**config.mk**
```make
export PLATFORM = sky130hd
export DESIGN_NAME = bias_loader
export DESIGN_NICKNAME = d
export VERILOG_FILES = /design/src/rtl/bias_loader.sv
export SDC_FILE = /design/constraint.sdc
export NUM_CORES = 1
export LEC_CHECK = 0
export ABC_CLOCK_PERIOD_IN_PS = 2050
export BUFFER_PORTS_ARGS = -buffer_cell sky130_fd_sc_hd__buf_2
export CELL_PAD_IN_SITES_DETAIL_PLACEMENT = 0
export CELL_PAD_IN_SITES_GLOBAL_PLACEMENT = 2
export CORE_ASPECT_RATIO = 0.8
export CORE_MARGIN = 2
export CORE_UTILIZATION = 30
export DETAILED_ROUTE_END_ITERATION = 8
export GPL_TIMING_DRIVEN = 0
export PLACE_DENSITY = 0.77
export SLEW_MARGIN = 20
export SYNTH_ARGS = -nofsm -noshare
export SYNTH_HDL_FRONTEND = slang
export SYNTH_SLANG_ARGS = --single-unit
```
**constraint.sdc**
```tcl
create_clock -name clk -period 2.05 [get_ports clk]
set_input_delay 0.3075 -clock clk [delete_from_list [all_inputs] [get_ports clk]]
set_output_delay 0.3075 -clock clk [all_outputs]
set_load 0.02 [all_outputs]
```
**src/rtl/bias_loader.sv**
```systemverilog
// bias_loader: packs pairs of 32-bit stream beats into 64-bit words and
// writes them to consecutive bias RAM addresses (mod 128) from a base.
module bias_loader #(
  parameter int IN_W   = 32,
  parameter int DATA_W = 2 * IN_W,
  parameter int ADDR_W = 7
) (
  input  logic              clk,
  input  logic              rstn,
  input  logic              i_start,
  input  logic [ADDR_W-1:0] i_base_addr,
  input  logic [ADDR_W:0]   i_num_words,
  input  logic [IN_W-1:0]   i_data,
  input  logic              i_data_vld,
  output logic              o_data_rdy,
  output logic              o_ram_en,
  output logic              o_ram_we,
  output logic [ADDR_W-1:0] o_ram_addr,
  output logic [DATA_W-1:0] o_ram_din,
  output logic              o_busy,
  output logic              o_done,
  output logic              o_err
);

  localparam int CNT_W = ADDR_W + 1;
  localparam logic [CNT_W-1:0] MAX_WORDS = CNT_W'(1 << ADDR_W);

  typedef enum logic [1:0] {IDLE = 2'd0, LOAD = 2'd1, DONE = 2'd2} state_t;

  state_t            state_q, state_d;
  logic [ADDR_W-1:0] base_q, base_d;
  logic [CNT_W-1:0]  num_q, num_d;
  logic [CNT_W-1:0]  cnt_q, cnt_d;
  logic              half_q, half_d;
  logic [IN_W-1:0]   lo_q, lo_d;
  logic              we_q, we_d;
  logic [ADDR_W-1:0] addr_q, addr_d;
  logic [DATA_W-1:0] din_q, din_d;
  logic              err_q, err_d;

  logic pair_done;
  logic [CNT_W-1:0] cnt_inc;

  // A pair completes when the high-half beat is accepted in LOAD
  assign pair_done = (state_q == LOAD) && i_data_vld && half_q;
  assign cnt_inc   = cnt_q + 1'b1;

  // State register
  always_ff @(posedge clk or negedge rstn) begin
    if (!rstn) state_q <= IDLE;
    else       state_q <= state_d;
  end

  // Next-state logic
  always_comb begin
    state_d = state_q;
    unique case (state_q)
      IDLE: if (i_start && i_num_words <= MAX_WORDS)
              state_d = (i_num_words == '0) ? DONE : LOAD;
      LOAD: if (pair_done && cnt_inc == num_q) state_d = DONE;
      DONE: state_d = IDLE;
      default: state_d = IDLE;
    endcase
  end

  // State-decoded outputs; ready comes straight from the state
  always_comb begin
    o_data_rdy = (state_q == LOAD);
    o_busy     = (state_q != IDLE);
    o_done     = (state_q == DONE);
  end

  // Datapath: latch job parameters, pack beats, stage the RAM write
  always_comb begin
    base_d = base_q;
    num_d  = num_q;
    cnt_d  = cnt_q;
    half_d = half_q;
    lo_d   = lo_q;
    we_d   = 1'b0;
    addr_d = addr_q;
    din_d  = din_q;
    err_d  = 1'b0;
    if (state_q == IDLE && i_start) begin
      base_d = i_base_addr;
      num_d  = i_num_words;
      cnt_d  = '0;
      half_d = 1'b0;
      err_d  = (i_num_words > MAX_WORDS);
    end else if (state_q == LOAD && i_data_vld) begin
      if (!half_q) begin
        lo_d   = i_data;
        half_d = 1'b1;
      end else begin
        half_d = 1'b0;
        we_d   = 1'b1;
        addr_d = base_q + cnt_q[ADDR_W-1:0];  // wraps mod 2**ADDR_W
        din_d  = {i_data, lo_q};
        cnt_d  = cnt_inc;
      end
    end
  end

  // Datapath registers
  always_ff @(posedge clk or negedge rstn) begin
    if (!rstn) begin
      base_q <= '0;
      num_q  <= '0;
      cnt_q  <= '0;
      half_q <= 1'b0;
      lo_q   <= '0;
      we_q   <= 1'b0;
      addr_q <= '0;
      din_q  <= '0;
      err_q  <= 1'b0;
    end else begin
      base_q <= base_d;
      num_q  <= num_d;
      cnt_q  <= cnt_d;
      half_q <= half_d;
      lo_q   <= lo_d;
      we_q   <= we_d;
      addr_q <= addr_d;
      din_q  <= din_d;
      err_q  <= err_d;
    end
  end

  assign o_ram_en   = we_q;
  assign o_ram_we   = we_q;
  assign o_ram_addr = addr_q;
  assign o_ram_din  = din_q;
  assign o_err      = err_q;

endmodule

```
==> results of run 1 <==
==> per-layer routing <==
metal / vias up / share of wire (%) / global-route usage [%]
li1: 2034 / - / -
met4: 0 / 0.87 / 4.70
met5: - / 0 / 0
met3: 7 / 4.3 / 3.50
met1: 2061 / 48 / 20.6
met2: 97 / 47 / 23.1
==> stage by stage <==
stage | instances | util (%) | TNS (ns) | worst slack, ns
after CTS | 923 | 39.1 | 0 | 0.00567
after detailed placement | 888 | 35.8 | -0.149 | -0.149
final | 925 | 39.3 | 0 | 0.0961
after global routing | 925 | 39.3 | -0.00828 | -0.00828
after global placement | 887 | 35.6 | -145.78 | -1.13
after floorplan | 530 | - | 0 | 0.109
==> synthesized netlist by cell type, drive strengths merged, types with 4 or more instances <==
cell type  count  share of area (%)
a21o           4               0.54
and2           4               0.45
buf           20                2.3
clkbuf         5               0.34
dfrtp        131                 59
ha             7                1.6
inv            9               0.70
mux2          45                9.2
nand2        214                 15
nor2          12               0.91
nor3           5               0.54
o21ai         18                1.6
xnor2         10                1.6
==> state kept, by name (all words and copies together) (netlist names) <==
| register | count |
|---|---|
| base_q | 7 |
| cnt_q | 8 |
| half_q | 1 |
| lo_q | 32 |
| num_q | 8 |
| o_err | 1 |
| o_ram_addr | 7 |
| o_ram_din | 64 |
| o_ram_en | 1 |
| state_q | 2 |
==> final cells by class <==
cell class	instances	area [um^2]	area share (%)
sequential	131	3280	46.1
multi-input combinational	365	2070	29.1
timing repair buffer	133	713	10.0
clock buffer	20	447	6.28
tap	230	288	4.04
buffer	25	144	2.02
clock inverter	12	131	1.85
inverter	9	38.8	0.545
==> power by group through the flow <==
stage	Combinational, mW	Clock (mW)	Sequential [mW]
floorplan	2.19	0	5.23
global placement	4.34	0	4.51
detailed placement	4.44	0	4.56
CTS	4.51	3.04	4.50
global route	5.01	3.17	4.65
finish	4.50	2.95	4.48
==> logic make-up after synthesis <==
logic type	count (synthesis)	share of synthesized area [%]
DFF	131	59.3
xor gates and xnor gates	13	2.06
buffers and inverters	34	3.31
and+or+nand+nor	256	19.0
AOI/OAI and AO/OA	42	5.03
adders and majority gates	8	1.95
muxes	46	9.35
==> critical path: stages (launching register included) <==
cell and delay [ns]:
dfrtp_2 0.40, ha_2 0.18, inv_1 0.08, fa_2 0.21
nor2b_2 0.05, o31a_1 0.25, o21a_1 0.19, o21ai_1 0.11
or3b_1 0.36
==> worst max-delay path by stage <==
stage                     cells after the start             to     start
after floorplan                               8  o_ram_addr[6]  cnt_q[0]
after global placement                        1       o_ram_en      rstn
after detailed placement                      8  o_ram_addr[6]  cnt_q[0]
after CTS                                     6  o_ram_addr[6]  cnt_q[2]
after global routing                          8  o_ram_addr[6]  cnt_q[0]
final                                         8  o_ram_addr[6]  cnt_q[0]
==> timing repair <==
action	in CTS	in global routing
hold endpoints to repair	44	0
setup endpoints to repair	1	3
hold buffers	1	0
resized for setup	1	7
buffers inserted	2	2
pin swaps	0	1
==> impl_table.tex, run 1 <==
\begin{tabular}{lr}
\hline
Metric & Value \\
\hline
\multicolumn{2}{l}{\textbf{Setup path}} \\
Worst R2R End & o\_ram\_addr[6] \\
Setup slack of the worst register-to-register path & $\sim$0.096 ns \\
RR Startpoint & cnt\_q[0] \\
R2R cell count & 8 \\
Endpoint kind of the worst setup timing path & flop \\
Worst-path fanout max & 2 \\
Setup crit start kind & flop \\
Crit path kind & reg -> reg \\
Data arrival time of the critical path & 2.23 ns \\
Required time of the worst setup path & 2.33 ns \\
\multicolumn{2}{l}{\textbf{Drt}} \\
Routed WL & roughly 14000 um \\
Wirelength per Cell & 14.9 um \\
Via density per instance & roughly 4.5 \\
Total DRC errors in the routed layout & 0 \\
Detailed-router iteration count before antenna repair & 4 \\
Number of nets with antenna violations after routing & 0 \\
Routed vias & 4199 \\
Number of design-rule violations left by the first detailed-router iteration & between 150 and 200 \\
\multicolumn{2}{l}{\textbf{GRT}} \\
Global-route wire length before repair & about 23000 um \\
Maximum number of pins on one net before global-route repair & just under 90 \\
Initial antenna violation count & 0 \\
Remaining Overflow, GRT & 0 \\
Vias in the first global route & 4266 \\
Total routing resource utilization after global routing & roughly 15\% \\
\multicolumn{2}{l}{\textbf{Power and ir drop}} \\
Power Total & around 12 mW \\
Pwr per Cell Area & 1680 nW/um\^{}2 \\
NetSw & 4.50 mW \\
Internal Pwr Total & 7.43 mW \\
Leakage dissipation & between 3 and 4 nW \\
Share of power burned in registers & a little under two fifths \\
Logic pwr share & between 30\% and 40\% \\
Share of total power consumed by net switching & between 30\% and 40\% \\
Clock Power Share & $\sim$25\% \\
Maximum vdd drop & 0.614 mV \\
\multicolumn{2}{l}{\textbf{STA}} \\
Worst Tran Pin Value & approximately 0.54 ns \\
Slew Limit Headroom & a little under two thirds \\
Final Max Slew Viols & 0 \\
Clock tree skew after final layout & between 0.006 and 0.007 ns \\
Final number of setup-violating endpoints & 0 \\
Hold violation total from the final report & 0 \\
Max frequency & between 0.5 and 0.6 GHz \\
Final Critical Period & 1.95 ns \\
Worst hold margin & 0.108 ns \\
Share of the clock period used by the worst path after layout & a little over nine tenths \\
\multicolumn{2}{l}{\textbf{Logic synthesis}} \\
Primary flip-flop cell chosen by synthesis mapping & dfrtp\_1 \\
Total number of yosys warnings & 0 \\
Number of different library cells in the post-synthesis netlist & between 40 and 50 \\
Fraction of registers with async set or reset after synthesis & 100\% \\
Mapped Area & about 5500 um\^{}2 \\
Seq/Total Area, Yosys & just under 60\% \\
Number of instances in the synthesized netlist & 530 \\
Synthesized Nets & 589 \\
Number of synthesized flops with an enable pin & 0 \\
Mean area per synthesized cell & approximately 10 um\^{}2 \\
\#FFs+latches synth & $\sim$130 \\
\multicolumn{2}{l}{\textbf{Clock network}} \\
Skew-Pair Late Insertion Delay & about 0.4 ns \\
CTS tree & done \\
Clock transition at the registers of the reported paths & around 0.06 ns \\
Clock H-tree levels & 4 \\
CTS root buffer & clkbuf\_16 \\
Maximum count of clock buffers along a single path & 2 \\
Clock net sink count & approximately 130 \\
Number of buffers created by CTS & 17 \\
\multicolumn{2}{l}{\textbf{Run status}} \\
Result of the run & finished clean \\
\multicolumn{2}{l}{\textbf{Layout}} \\
Fraction of final layout cells sized beyond drive strength 1 & around 34\% \\
Commonest non-fill, non-tap cells in the layout & nand2\_1 (214), buf\_2 (139), dfrtp\_1 (128), mux2\_2 (45) \\
Net count, final & around 740 \\
Area overhead of the layout relative to synthesis & 28.8\% \\
Commonest non-fill, non-tap cell in the layout & nand2\_1 \\
Antenna Cells & 0 \\
Final std cell area, no fill & roughly 7100 um\^{}2 \\
Filler Cells Inserted & between 1500 and 2000 \\
\multicolumn{2}{l}{\textbf{Die}} \\
Rows & 44 \\
I/O pin total & $\sim$130 \\
Standard cell core area & around 18000 um\^{}2 \\
Overall die area & 19500 um\^{}2 \\
Initial cell density of the core & between 30\% and 40\% \\
Die extent in y & roughly 130 um \\
Die Width & approximately 160 um \\
\multicolumn{2}{l}{\textbf{Placed design}} \\
Placed cell area & roughly 6500 um\^{}2 \\
Routability-driven placement congestion ratio & $\sim$0.81 \\
Number of buffers inserted by port buffering & between 100 and 150 \\
Half-perimeter wire length after placement & 9870 um \\
\multicolumn{2}{l}{\textbf{Hold path}} \\
Hold path startpoint & i\_data[12] \\
Worst min-delay path endpoint & o\_ram\_din[44] \\
Worst min path class & in -> reg \\
Hold path cells & 3 \\
\multicolumn{2}{l}{\textbf{Run}} \\
Max-capacitance violation count & 0 \\
\hline
\end{tabular}
Power figures use the tool's default switching activity.
==> inputs of run 2 (changes only) <==
CORE_MARGIN = default   (was 2)
==> run 2 against run 1 <==
Net effect: total power is 0.35% higher; wire length is 2.1% higher; critical path depth stayed put; first-iteration DRC count is 2.1% higher; clock skew is 0.00098 ns lower; clock power is 2% higher.
==> impl_table.tex, run 2 (synthesis results as in run 1) <==
\begin{tabular}{lr}
\hline
Metric & Value \\
\hline
\multicolumn{2}{l}{\textbf{Clock network}} \\
Clock transition at the registers of the reported paths & about 0.070 ns \\
Clock H-tree levels & 4 \\
CTS tree & done \\
CTS root buffer & clkbuf\_16 \\
Clock net sink count & about 130 \\
Skew-Pair Late Insertion Delay & roughly 0.42 ns \\
Maximum count of clock buffers along a single path & 2 \\
Number of buffers created by CTS & 17 \\
\multicolumn{2}{l}{\textbf{Drt}} \\
Number of design-rule violations left by the first detailed-router iteration & between 150 and 200 \\
Routed vias & between 4000 and 5000 \\
Total DRC errors in the routed layout & 0 \\
Number of nets with antenna violations after routing & 0 \\
Wirelength per Cell & $\sim$15 um \\
Via density per instance & 4.53 \\
Routed WL & about 14000 um \\
Detailed-router iteration count before antenna repair & 4 \\
\multicolumn{2}{l}{\textbf{STA}} \\
Final Max Slew Viols & 0 \\
Final Critical Period & 1.98 ns \\
Setup tns final & 0 ns \\
Clock tree skew after final layout & $\sim$0.0057 ns \\
Max frequency & approximately 0.51 GHz \\
Slew Limit Headroom & about two thirds \\
Hold violation total from the final report & 0 \\
Worst Tran Pin Value & around 0.51 ns \\
Share of the clock period used by the worst path after layout & 96.4\% \\
RSZ-0062 raised after global routing & yes \\
Final number of setup-violating endpoints & 0 \\
\multicolumn{2}{l}{\textbf{Setup path}} \\
Crit path largest cell delay & $\sim$0.40 ns \\
Data arrival time of the critical path & 2.27 ns \\
Crit path kind & reg -> reg \\
Slowest library cell on the worst path & dfrtp\_2 \\
Endpoint kind of the worst setup timing path & flop \\
Cell-by-cell trace of the critical path & ha\_2, inv\_1, fa\_2, nor2b\_2, o31a\_1, o21a\_1, o21ai\_1, or3b\_1 \\
R2R cell count & 8 \\
Required time of the worst setup path & between 2 and 2.5 ns \\
Setup crit start kind & flop \\
Worst-path fanout max & 2 \\
\multicolumn{2}{l}{\textbf{Power and ir drop}} \\
Share of total power consumed by net switching & between 30\% and 40\% \\
Maximum vdd drop & 0.699 mV \\
Internal Pwr Total & about 7.3 mW \\
Power Total & 12.0 mW \\
Leakage dissipation & 3.63 nW \\
Share of power burned in registers & 37.4\% \\
NetSw & around 4.6 mW \\
Clock Power Share & between 20\% and 30\% \\
Logic pwr share & $\sim$38\% \\
Pwr per Cell Area & roughly 1700 nW/um\^{}2 \\
\multicolumn{2}{l}{\textbf{Die}} \\
Initial cell density of the core & 31.3\% \\
Overall die area & about 19000 um\^{}2 \\
Rows & between 40 and 50 \\
Die extent in y & around 120 um \\
Standard cell core area & 17600 um\^{}2 \\
I/O pin total & around 130 \\
Die Width & around 150 um \\
\multicolumn{2}{l}{\textbf{Hold path}} \\
Hold path cells & 3 \\
Worst min path class & in -> reg \\
\multicolumn{2}{l}{\textbf{Layout}} \\
Number of flip-flops under the largest register name & between 60 and 70 \\
Fraction of final layout cells sized beyond drive strength 1 & 34.6\% \\
Final instance count without filler cells & around 920 \\
Area overhead of the layout relative to synthesis & 28.7\% \\
Commonest non-fill, non-tap cells in the layout & nand2\_1 (214), buf\_2 (139), dfrtp\_1 (128), mux2\_2 (45) \\
Net count, final & 740 \\
Commonest non-fill, non-tap cell in the layout & nand2\_1 \\
Antenna Cells & 0 \\
Share of the core filled with cells & 40.3\% \\
\multicolumn{2}{l}{\textbf{GRT}} \\
Initial antenna violation count & 0 \\
Maximum number of pins on one net before global-route repair & 72 \\
Vias in the first global route & roughly 4300 \\
Remaining Overflow, GRT & 0 \\
Global-route wire length before repair & between 20000 and 25000 um \\
Total routing resource utilization after global routing & between 10\% and 20\% \\
\multicolumn{2}{l}{\textbf{Placed design}} \\
Number of buffers inserted by port buffering & between 100 and 150 \\
Half-perimeter wire length after placement & between 10000 and 15000 um \\
Placed Cells & 883 \\
Routability-driven placement congestion ratio & a little under 0.8 \\
\multicolumn{2}{l}{\textbf{Run status}} \\
Result of the run & finished clean \\
\multicolumn{2}{l}{\textbf{Run}} \\
Max-capacitance violation count & 0 \\
\hline
\end{tabular}
[run 2: repair_timing]
item                                    in CTS  in global routing
resized for setup                            1                  7
buffers inserted                             1                  2
endpoints found under the setup margin       1                  4
endpoints found under the hold margin       60                  0
hold buffers                                 1                  0
pin swaps                                    0                  1
[run 2: layout make-up]
| type | instances | area (um^2) |
|---|---|---|
| Buffer | 25 | 144 |
| Sequential cell | 131 | 3280 |
| Tap cell | 225 | 282 |
| Clock inverter | 14 | 145 |
| Inverter | 9 | 38.8 |
| Multi-Input combinational cell | 365 | 2070 |
| Timing Repair Buffer | 132 | 706 |
| Fill cell | 1761 | 10500 |
| Clock buffer | 18 | 439 |
[run 2: worst max-delay path: cells and delay by family (launching register included)]
family | cells | cell delay (ns)
fa+ha+maj | 2 | 0.40
flops | 1 | 0.40
compound gates | 3 | 0.56
simple gates | 2 | 0.41
buf+inv | 1 | 0.07
[run 2: through the flow]
| stage | worst slack, ns | area (um^2) | hold slack, ns |
|---|---|---|---|
| 6_report | 0.0748 | 7110 | 0.0907 |
| 3_5_place_dp | -0.139 | 6480 | 0.271 |
| 2_1_floorplan | 0.109 | 5520 | 0.0119 |
| 4_1_cts | 0.00507 | 7080 | 0.0777 |
| 5_1_grt | -0.0360 | 7110 | 0.0826 |
| 3_3_place_gp | -1.08 | 6440 | 0.444 |
[run 2: path summary, 6_finish.rpt]
path	start	end	slack, ns
setup / recovery	cnt_q[0]	o_ram_addr[6]	0.07
hold / removal	i_data[5]	o_ram_din[37]	0.09
setup reg to reg	cnt_q[0]	o_ram_addr[6]	0.07
hold reg to reg	lo_q[27]	o_ram_din[27]	0.46
max in group asynchronous	rstn	lo_q[17]	0.93
min in group asynchronous	rstn	o_err	0.40
[run 2: layer usage]
| metal | global-route usage (%) | wire length (um) |
|---|---|---|
| met1 | 20.6 | 6730 |
| met2 | 25.5 | 6620 |
| met3 | 4.63 | 589 |
| met4 | 4.88 | 140 |
| met5 | 0 | 0 |
[run 2: power groups by stage]
stage	sequential (mW)	combinational (mW)	clock, mW
5_1_grt	4.64	5.00	3.19
4_1_cts	4.51	4.51	3.07
3_5_place_dp	4.56	4.45	0
6_report	4.48	4.50	3.00
2_1_floorplan	5.23	2.19	0
3_3_place_gp	4.51	4.35	0
==> inputs of run 3 (changes only) <==
ABC_AREA = 1   (was default)
CAP_MARGIN = 20   (was default)
CORE_UTILIZATION = 28   (was 30)
PLACE_DENSITY = 0.76   (was 0.77)
==> run 3 against run 2 <==
Net effect: die area up 6.2%; non-clock buffer count down 3; wire length up 5.9%; total power down 2.4%; largest power group is now sequential cells.
==> impl_table.tex, run 3 <==
\begin{tabular}{lr}
\hline
Metric & Value \\
\hline
\multicolumn{2}{l}{\textbf{Run status}} \\
Result of the run & finished clean \\
\multicolumn{2}{l}{\textbf{Logic synthesis}} \\
Mapped Area & approximately 5500 um\^{}2 \\
Cell with the most instances after synthesis & nand2\_1 \\
Number of different library cells in the post-synthesis netlist & 29 \\
Fraction of registers with async set or reset after synthesis & 100\% \\
Portion of synthesized cell area occupied by the leading cell type & 59.8\% \\
Number of synthesized flops with an enable pin & 0 \\
Total number of yosys warnings & 0 \\
Seq/Total Area, Yosys & approximately 60\% \\
\#FFs+latches synth & $\sim$130 \\
Number of instances in the synthesized netlist & about 630 \\
Mean area per synthesized cell & $\sim$9 um\^{}2 \\
Synth top area cells & dfrtp\_1 (60\%), nand2\_1 (17\%), o21ai\_0 (4.3\%) \\
Primary flip-flop cell chosen by synthesis mapping & dfrtp\_1 \\
Synthesized Nets & roughly 690 \\
Leading post-synthesis cells by instance count & nand2\_1 (246), dfrtp\_1 (131), inv\_1 (61) \\
Cell type with the largest total area after synthesis & dfrtp\_1 \\
\multicolumn{2}{l}{\textbf{STA}} \\
Max frequency & 0.558 GHz \\
RSZ-0062 raised after global routing & no \\
Worst hold margin & 0.0770 ns \\
Hold violation total from the final report & 0 \\
Share of the clock period used by the worst path after layout & between 80\% and 90\% \\
Final Max Slew Viols & 0 \\
Clock tree skew after final layout & about 0.0089 ns \\
Final number of setup-violating endpoints & 0 \\
Slew Limit Headroom & between 50\% and 60\% \\
Setup tns final & 0 ns \\
Worst Tran Pin Value & between 0.6 and 0.7 ns \\
Final Critical Period & $\sim$1.8 ns \\
\multicolumn{2}{l}{\textbf{Die}} \\
Die Width & 158 um \\
Rows & between 40 and 50 \\
Standard cell core area & between 15000 and 20000 um\^{}2 \\
Initial cell density of the core & roughly 29\% \\
Die extent in y & 127 um \\
I/O pin total & around 130 \\
Overall die area & $\sim$20000 um\^{}2 \\
\multicolumn{2}{l}{\textbf{Power and ir drop}} \\
Pwr per Cell Area & around 1600 nW/um\^{}2 \\
Power Total & between 10 and 15 mW \\
Clock Power Share & approximately a quarter \\
Maximum vdd drop & 0.621 mV \\
Internal Pwr Total & approximately 7.0 mW \\
Share of power burned in registers & a little under two fifths \\
Share of total power consumed by net switching & about two fifths \\
NetSw & around 4.7 mW \\
Logic pwr share & between 30 and 40\% \\
Leakage dissipation & between 3 and 4 nW \\
\multicolumn{2}{l}{\textbf{Placed design}} \\
Routability-driven placement congestion ratio & 0.793 \\
Half-perimeter wire length after placement & $\sim$11000 um \\
Number of buffers inserted by port buffering & roughly 130 \\
\multicolumn{2}{l}{\textbf{Setup path}} \\
Crit path kind & reg -> reg \\
Data arrival time of the critical path & $\sim$2.1 ns \\
Setup crit start kind & flop \\
R2R cell count & 8 \\
Endpoint kind of the worst setup timing path & flop \\
Required time of the worst setup path & 2.35 ns \\
Worst-path fanout max & 5 \\
\multicolumn{2}{l}{\textbf{GRT}} \\
Maximum number of pins on one net before global-route repair & between 90 and 100 \\
Global-route wire length before repair & around 24000 um \\
Initial antenna violation count & 0 \\
Remaining Overflow, GRT & 0 \\
Total routing resource utilization after global routing & between 15 and 20\% \\
Vias in the first global route & approximately 4600 \\
\multicolumn{2}{l}{\textbf{Layout}} \\
Fraction of final layout cells sized beyond drive strength 1 & between 20\% and 30\% \\
Number of flip-flops under the largest register name & 64 \\
Antenna Cells & 0 \\
Area overhead of the layout relative to synthesis & 29.4\% \\
Commonest non-fill, non-tap cell in the layout & nand2\_1 \\
Net count, final & $\sim$830 \\
Commonest non-fill, non-tap cells in the layout & nand2\_1 (246), buf\_2 (137), dfrtp\_1 (131), inv\_1 (61), o21ai\_0 (47) \\
Filler Cells Inserted & slightly below 2000 \\
\multicolumn{2}{l}{\textbf{Clock network}} \\
Clock transition at the registers of the reported paths & 0.06 ns \\
Post-CTS setup buffer count & 0 \\
Clock net sink count & 131 \\
Resized Gates After CTS & 0 \\
Skew-Pair Late Insertion Delay & about 0.42 ns \\
Number of buffers created by CTS & 17 \\
CTS root buffer & clkbuf\_16 \\
Post-CTS Hold Buffers & 1 \\
Clock H-tree levels & 4 \\
CTS tree & done \\
Maximum count of clock buffers along a single path & 2 \\
\multicolumn{2}{l}{\textbf{Hold path}} \\
Hold path cells & 3 \\
Worst min path class & in -> reg \\
\multicolumn{2}{l}{\textbf{Drt}} \\
Number of design-rule violations left by the first detailed-router iteration & 146 \\
Detailed-router iteration count before antenna repair & 4 \\
Routed WL & 14900 um \\
Number of nets with antenna violations after routing & 0 \\
Via density per instance & around 4.3 \\
Total DRC errors in the routed layout & 0 \\
Wirelength per Cell & between 10 and 15 um \\
Routed vias & $\sim$4500 \\
\multicolumn{2}{l}{\textbf{Run}} \\
Max-capacitance violation count & 0 \\
\hline
\end{tabular}
## run 3: changes by cell type after synthesis, sizes merged, moves of 6 or more
cell / delta
mux2: -45
nand2: +35
inv: +54
o21ai: +65
nor2: +6
nand3: +24
xnor2: -10
## run 3: layout make-up
cell class,count,area (um^2),area share [%]
well taps,258,323,4.55
clock inverters,13,151,2.13
repair buffers,129,683,9.63
flip-flops and latches,131,3280,46.2
inverters,63,236,3.33
multi-input cells,407,1830,25.9
clock buffers,19,453,6.39
plain buffers,25,134,1.89
## run 3: critical path, cell delays in order (launching register included)
cell and delay (ns):
dfrtp_1 0.43, ha_1 0.23, inv_1 0.06, fa_1 0.41, inv_1 0.09, a31oi_1 0.09
and2_1 0.15, o21ai_0 0.15, nand2_1 0.07
## run 3: metrics by stage
step	worst slack, ns	util (%)	area [um^2]	instances
after floorplan	0.453	-	5480	626
after detailed placement	0.272	33.9	6480	1012
after global routing	0.154	37.2	7090	1045
after global placement	-1.12	33.7	6440	1011
final	0.257	37.2	7090	1045
after CTS	0.243	37.2	7090	1045
## run 3: power groups by stage
stage	clock, mW	combinational [mW]	sequential (mW)
6_report	3.08	4.19	4.41
4_1_cts	3.16	4.29	4.41
3_3_place_gp	0	4.21	4.41
5_1_grt	3.28	4.77	4.55
2_1_floorplan	0	2.04	5.07
3_5_place_dp	0	4.27	4.44
## run 3: path summary, 6_finish.rpt
check / startpoint / to / slack, ns
worst min register to register: o_ram_din[18] / o_ram_din[18] / 0.47
min in group asynchronous: rstn / o_ram_din[15] / 0.36
worst max-delay path: cnt_q[0] / o_ram_addr[4] / 0.26
worst min-delay path: i_base_addr[2] / base_q[2] / 0.08
max in group asynchronous: rstn / num_q[5] / 0.90
worst max register to register: cnt_q[0] / o_ram_addr[4] / 0.26
## run 3: logic make-up (layout without fill, tap and decap cells)
logic type / Yosys count / in the layout / synth area share, %
buffers and inverters: 88 / 249 / 6.75
AOI/OAI and AO/OA: 95 / 95 / 8.95
and+or+nand+nor: 301 / 301 / 22.1
adders and majority gates: 8 / 8 / 1.96
DFF: 131 / 131 / 59.8
xor gates and xnor gates: 3 / 3 / 0.479
## run 3: routing by layer
metal	global-route usage, %	up-vias	wire [um]
met2	24.1	111	6490
met4	3.56	0	83
met1	22.5	2134	7730
met5	0	-	0
met3	5.26	8	611
li1	-	2269	-
